### src/rtl/pipe_divider.sv
// pipe_divider: fully pipelined restoring divider, one quotient bit per stage.
// Throughput one operation per cycle; a stalled output freezes the whole pipe.
// Latency from acceptance edge to out_valid is DIVIDEND_W cycles. When
// PIPE_DIVIDER_SIGNED_EN is defined, operands are two's complement and one
// sign-correction stage is added, giving a latency of DIVIDEND_W+1.
// Ports:
//   clk, rst_n                     clock, async active-low reset
//   in_valid/in_ready              operand handshake (in_ready = !stall)
//   dividend, divisor, in_tag      operands and caller tag
//   out_valid/out_ready            result handshake
//   quotient, remainder            result
//   div_by_zero, out_tag           divisor-was-zero flag, tag of this result
module pipe_divider #(
    parameter int unsigned DIVIDEND_W = 26,
    parameter int unsigned DIVISOR_W  = 14,
    parameter int unsigned TAG_W      = 4
) (
    input  logic                  clk,
    input  logic                  rst_n,
    input  logic                  in_valid,
    output logic                  in_ready,
    input  logic [DIVIDEND_W-1:0] dividend,
    input  logic [DIVISOR_W-1:0]  divisor,
    input  logic [TAG_W-1:0]      in_tag,
    output logic                  out_valid,
    input  logic                  out_ready,
    output logic [DIVIDEND_W-1:0] quotient,
    output logic [DIVISOR_W-1:0]  remainder,
    output logic                  div_by_zero,
    output logic [TAG_W-1:0]      out_tag
);

    localparam int unsigned NSTG = DIVIDEND_W;

    // dq holds unconsumed dividend bits at the top and resolved quotient bits at the bottom
    typedef struct packed {
        logic                  vld;
        logic [DIVIDEND_W-1:0] dq;
        logic [DIVISOR_W-1:0]  rem;
        logic [DIVISOR_W-1:0]  dvs;
        logic [TAG_W-1:0]      tag;
        logic                  dz;
`ifdef PIPE_DIVIDER_SIGNED_EN
        logic                  qneg;
        logic                  rneg;
`endif
    } stage_t;

    stage_t st_q [NSTG];
    stage_t st_d [NSTG];
    stage_t head_c;
    stage_t tail_c;
    logic   stall_c;

    logic                  out_valid_q;
    logic [DIVIDEND_W-1:0] quotient_q;
    logic [DIVISOR_W-1:0]  remainder_q;
    logic                  div_by_zero_q;
    logic [TAG_W-1:0]      out_tag_q;

    // One restoring step: shift in the next dividend bit, subtract if it fits
    function automatic stage_t step(input stage_t s);
        stage_t             r;
        logic [DIVISOR_W:0] partial;
        logic [DIVISOR_W:0] diff;
        r       = s;
        partial = {s.rem, s.dq[DIVIDEND_W-1]};
        diff    = partial - {1'b0, s.dvs};
        if (partial >= {1'b0, s.dvs}) begin
            r.rem = diff[DIVISOR_W-1:0];
            r.dq  = {s.dq[DIVIDEND_W-2:0], 1'b1};
        end else begin
            r.rem = partial[DIVISOR_W-1:0];
            r.dq  = {s.dq[DIVIDEND_W-2:0], 1'b0};
        end
        return r;
    endfunction

    assign stall_c  = out_valid_q && !out_ready;
    assign in_ready = !stall_c;

    // Operand conditioning; a zero divisor runs the raw dividend so the
    // array naturally yields all-ones quotient and dividend low bits as remainder
    always_comb begin
        head_c     = '0;
        head_c.vld = in_valid;
        head_c.tag = in_tag;
        head_c.dz  = (divisor == '0);
        head_c.dq  = dividend;
        head_c.dvs = divisor;
`ifdef PIPE_DIVIDER_SIGNED_EN
        if (!head_c.dz) begin
            if (dividend[DIVIDEND_W-1]) head_c.dq  = -dividend;
            if (divisor[DIVISOR_W-1])   head_c.dvs = -divisor;
            head_c.qneg = dividend[DIVIDEND_W-1] ^ divisor[DIVISOR_W-1];
            head_c.rneg = dividend[DIVIDEND_W-1];
        end
`endif
    end

    // Next contents of every divide stage
    always_comb begin
        st_d[0] = step(head_c);
        for (int i = 1; i < NSTG; i++) begin
            st_d[i] = step(st_q[i-1]);
        end
    end

    // Divide stages; the whole pipe holds while the output is stalled
    always_ff @(posedge clk or negedge rst_n) begin
        if (!rst_n) begin
            for (int i = 0; i < NSTG; i++) begin
                st_q[i] <= '0;
            end
        end else if (!stall_c) begin
            for (int i = 0; i < NSTG; i++) begin
                st_q[i] <= st_d[i];
            end
        end
    end

`ifdef PIPE_DIVIDER_SIGNED_EN
    stage_t fix_d;
    stage_t fix_q;

    // Sign correction: quotient truncates toward zero, remainder follows dividend
    always_comb begin
        fix_d = st_q[NSTG-1];
        if (st_q[NSTG-1].qneg) fix_d.dq  = -st_q[NSTG-1].dq;
        if (st_q[NSTG-1].rneg) fix_d.rem = -st_q[NSTG-1].rem;
    end

    always_ff @(posedge clk or negedge rst_n) begin
        if (!rst_n) begin
            fix_q <= '0;
        end else if (!stall_c) begin
            fix_q <= fix_d;
        end
    end

    assign tail_c = fix_q;
`else
    assign tail_c = st_q[NSTG-1];
`endif

    // Registered result presentation
    always_ff @(posedge clk or negedge rst_n) begin
        if (!rst_n) begin
            out_valid_q   <= 1'b0;
            quotient_q    <= '0;
            remainder_q   <= '0;
            div_by_zero_q <= 1'b0;
            out_tag_q     <= '0;
        end else if (!stall_c) begin
            out_valid_q   <= tail_c.vld;
            quotient_q    <= tail_c.dq;
            remainder_q   <= tail_c.rem;
            div_by_zero_q <= tail_c.dz;
            out_tag_q     <= tail_c.tag;
        end
    end

    assign out_valid   = out_valid_q;
    assign quotient    = quotient_q;
    assign remainder   = remainder_q;
    assign div_by_zero = div_by_zero_q;
    assign out_tag     = out_tag_q;

endmodule
### config.mk
export PLATFORM = sky130hd
export DESIGN_NAME = pipe_divider
export DESIGN_NICKNAME = d
export VERILOG_FILES = /design/src/rtl/pipe_divider.sv
export SDC_FILE = /design/constraint.sdc
export NUM_CORES = 2
export LEC_CHECK = 0
export CORE_MARGIN = 2
export CORE_UTILIZATION = 65
export DETAILED_ROUTE_END_ITERATION = 12
export PLACE_DENSITY = 0.86
export SLEW_MARGIN = 20
export SYNTH_ARGS = -nofsm -noshare
export SYNTH_HDL_FRONTEND = slang
export SYNTH_SLANG_ARGS = --single-unit
export TNS_END_PERCENT = 1
### constraint.sdc
create_clock -name clk -period 4.34 [get_ports clk]
set_input_delay 0.651 -clock clk [delete_from_list [all_inputs] [get_ports clk]]
set_output_delay 0.651 -clock clk [all_outputs]
set_load 0.05 [all_outputs]
==> impl_results.md <==
- Average instance area after synthesis: 8.74 um^2
- Later-pin clock latency in the skew report: 810 ps
- Final layout net count: approximately 9,400
- Critical path's largest stage delay: 820 ps
- Final Cell Area: 0.0862 mm^2
- Worst-path cell with the longest stage delay: sky130_fd_sc_hd__a21oi_2
- Initial core utilization: 65.4%
- Post-layout util: 72.0%
- Critical path peak fanout: 14
- Hold worst-path end: st_q[1546]
- GP Congestion: 0.935
- Grt met1 use: 37.9%
- Sw Pwr: 33.6 mW
- Cell Rows: 127
- Path category of the worst min-delay check: input pin to flip-flop
- Leading cell types in the layout, fill and taps excluded: sky130_fd_sc_hd__nand2_1 (3,245), sky130_fd_sc_hd__dfrtp_1 (1,592), sky130_fd_sc_hd__o21ai_0 (629)
- Die H: 351 um
- R2R Path End: st_q[319]
- Transition at the pin with the smallest max-transition slack: about 1100 ps
- Start of the worst register-to-register path: st_q[379]
- Clock Skew: approximately 24 ps
- Depth of the worst register-to-register path: 9
- Ant diodes: 0
- Area growth from synthesis to layout: 10.2%
- Drt first pass iters: 6
- Combinational cell fraction of total power: between 50% and 60%
- Detail Route Antenna Nets: 0
- Drt first-iter violations: 4,913
- Hold depth: 3
- Full die area: 0.123 mm^2
- First-pass GRT wire length: 294,000 um
- Clk slew on worst S/H paths: roughly 60 ps
- Relative slew slack: 28.4%
- Via density per instance: 5.64
- IO Port Bufs: between 90 and 100
- Commonest non-fill, non-tap cell in the layout: sky130_fd_sc_hd__nand2_1
- Netlist area before placement: 0.0783 mm^2
- Fin crit period: 3440 ps
- Crit-path cells: ha_1, nor2b_1, o211ai_1, a21oi_1, o41ai_2, o21ai_1, a21oi_2, mux2_2, a21oi_1
- Total of flip-flops plus latches after synthesis: 1,592
- Clock share of power: 17.6%
- Number of antenna violations at the first check in global routing: 0
- Total setup violations reported at the end of the flow: 0
- Leak: 42.8 nW
- CTS sink cnt: 1,592
- Worst supply voltage drop on vdd: 0.000580 V
- Run status: finished clean
- Final period util: about four fifths
- Post-synthesis async set-or-reset flop share: 100%
- CTS Buffer Depth: 3
- Total clock buffers created by CTS: between 150 and 200
- WP data required: 5060 ps
- Share of the yosys chip area belonging to registers: 50.9%
- Post_cts resized: 0
- Startpoint Class: flip-flop
- Crit path arrival time: between 4000 and 5000 ps
- Total number of H-tree levels: 4
- Final Max Slew Viols: 0
- Setup crit end kind: flip-flop
- Aggregate negative setup slack: 0 ps
- Startpoint-to-endpoint class of the critical path: flip-flop to flip-flop
- Placed cell area: 0.0808 mm^2
- Total global routing overflow: 0
- Horizontal die dimension: between 300 and 400 um
- Worst Hold Margin: between 300 and 400 ps
- Share of post-route cells with drive strength above 1: 4.72%
- Share of power burned in registers: 32.3%
- TritonCTS clock tree: done
- Setup slack of the worst register-to-register path: ~900 ps
- Most used cell, CP: sky130_fd_sc_hd__a21oi_1
- Crit-path leading delay family: compound AO/OA/AOI/OAI gates
- Cell chosen for the clock root: sky130_fd_sc_hd__clkbuf_16
- Pin count of the biggest net entering global routing: 220
- Dominant synthesized flop cell: sky130_fd_sc_hd__dfrtp_1
- Total routing usage reported by global routing: 29.1%
- Top-level port count: 95
- Routed WL: 175,000 um
- Yosys warns: 0
- Met2 GRT Util: 49.1%
- Final-report hold violation count: 0
- Critical path buffer and inverter count: 0
- Mapped Nets: approximately 9,400
- Number of enable flip-flop cells after synthesis: 0
- Met3 track demand over resource in global routing: 3.69%
- Startpoint of the most critical hold path: dividend[12]
- Most heavily used metal layer in global routing: met2
- Switching power as a share of total power: 42.1%
- Power per unit of standard cell area: 925 mW/mm^2
- Via count of the first global-routing pass: 59,500
- Count of maximum capacitance violations: 0
- Unrepaired setup endpoints after global routing: false
- Wirelength per Cell: 16.5 um
- DRC violations left: 0
- Std-Cell Core Area: 0.120 mm^2
- Routed vias: 60,100
- Post-DP HPWL: 120,000 um
- Number of inserted filler cells in the final layout: around 8,700
- Peak clock frequency supported by timing: 0.291 GHz
- Gate count after technology mapping: slightly below 9,000
- Int Power: between 40 and 50 mW
- Count of unique library cells instantiated by Yosys: 93
power by group through the flow:
| stage | Combinational (mW) | Clock (mW) | Sequential (mW) |
|---|---|---|---|
| after floorplan | 30.4 | 0 | 25.0 |
| final | 39.9 | 14.1 | 25.8 |
| after global placement | 37.7 | 0 | 25.6 |
| after detailed placement | 39.2 | 0 | 25.9 |
| after CTS | 39.8 | 14.3 | 25.7 |
| after global routing | 44.8 | 14.9 | 26.5 |
cells in the mapped netlist (14+ instances only):
library cell / instances / area, um^2
sky130_fd_sc_hd__ha_1: 377 / 4720
sky130_fd_sc_hd__clkbuf_1: 344 / 1290
sky130_fd_sc_hd__or3_1: 16 / 100
sky130_fd_sc_hd__o21ai_0: 629 / 3150
sky130_fd_sc_hd__nand4_1: 49 / 307
sky130_fd_sc_hd__o21a_1: 61 / 458
sky130_fd_sc_hd__o21bai_1: 33 / 248
sky130_fd_sc_hd__o211ai_1: 21 / 158
sky130_fd_sc_hd__buf_4: 14 / 105
sky130_fd_sc_hd__and3_1: 24 / 150
sky130_fd_sc_hd__buf_1: 22 / 82.6
sky130_fd_sc_hd__nor4_1: 23 / 144
sky130_fd_sc_hd__nor2_1: 425 / 1600
sky130_fd_sc_hd__nand3b_1: 15 / 113
sky130_fd_sc_hd__buf_2: 19 / 95.1
sky130_fd_sc_hd__inv_1: 454 / 1700
sky130_fd_sc_hd__o21ai_1: 14 / 70.1
sky130_fd_sc_hd__o31a_1: 28 / 245
sky130_fd_sc_hd__fa_1: 25 / 500
sky130_fd_sc_hd__a21o_1: 119 / 893
sky130_fd_sc_hd__xor2_1: 87 / 762
sky130_fd_sc_hd__dfrtp_1: 1592 / 39800
sky130_fd_sc_hd__a21oi_1: 472 / 2360
sky130_fd_sc_hd__nand2_1: 3245 / 12200
sky130_fd_sc_hd__or2_2: 21 / 131
sky130_fd_sc_hd__nand2b_1: 33 / 206
sky130_fd_sc_hd__o31ai_1: 17 / 128
sky130_fd_sc_hd__mux2i_1: 200 / 2000
sky130_fd_sc_hd__a31oi_1: 46 / 288
sky130_fd_sc_hd__nor3_1: 51 / 255
sky130_fd_sc_hd__nand3_1: 42 / 210
sky130_fd_sc_hd__nor2b_1: 48 / 300
sky130_fd_sc_hd__xnor2_1: 167 / 1460
sky130_fd_sc_hd__a211oi_1: 46 / 345
worst min-delay path: cells and delay by family:
family / cells / cell delay (ps)
AND/OR/NAND/NOR: 2 / 90
buffers and inverters: 1 / 390
registers in the layout, summed over array words and instances (netlist names):
name and count:
st_q 1046, out_valid 1, st_d 500, out_tag 4, quotient 26, div_by_zero 1
remainder 14
timing repair:
action                                 4_1_cts  5_1_grt
buffers inserted                             0        0
endpoints found under the hold margin      101        0
hold buffers                                 1        0
worst max-delay path by stage:
| stage | depth (start not counted) | slack, ps | end | from |
|---|---|---|---|---|
| 2_1_floorplan | 7 | 1290 | in_ready | out_valid |
| 3_3_place_gp | 9 | 1150 | st_q[679] | st_q[742] |
| 3_5_place_dp | 9 | 1020 | st_q[319] | st_q[379] |
| 4_1_cts | 9 | 910 | st_q[319] | st_q[379] |
| 5_1_grt | 10 | 690 | st_q[319] | st_d[306] |
| 6_report | 9 | 900 | st_q[319] | st_q[379] |
per-stage QoR:
| stage | total power [mW] | std cells | setup slack [ps] |
|---|---|---|---|
| final | 79.7 | 10700 | 901 |
| after detailed placement | 65.1 | 10400 | 1020 |
| after global placement | 63.3 | 10400 | 1150 |
| after global routing | 86.2 | 10700 | 686 |
| after CTS | 79.7 | 10700 | 913 |
| after floorplan | 55.4 | 8953 | 1290 |
cells by family after synthesis:
logic type      Yosys count  share of synthesized area [%]
simple gates           4031                           20.5
mux                     211                           2.72
fa+ha+maj               402                           6.67
xor+xnor                254                           2.84
flops                  1592                           50.9
compound gates         1605                           12.1
buf+inv                 858                           4.26
cell type report:
class                      count  area [um^2]  area share [%]
inverter                     455         1720            1.99
multi-input combinational   6503        35100            40.7
clock buffer                 232         4720            5.47
tap                         1612         2020            2.34
timing repair buffer         202         2180            2.53
clock inverter                56          646           0.749
sequential                  1592        39800            46.2
layer usage:
layer | wire length (um) | share of wire [%]
met1 | 75500 | 43
met2 | 86000 | 49
met3 | 6630 | 3.8
met4 | 7140 | 4.1
met5 | 0 | 0
Power figures use the tool's default switching activity.
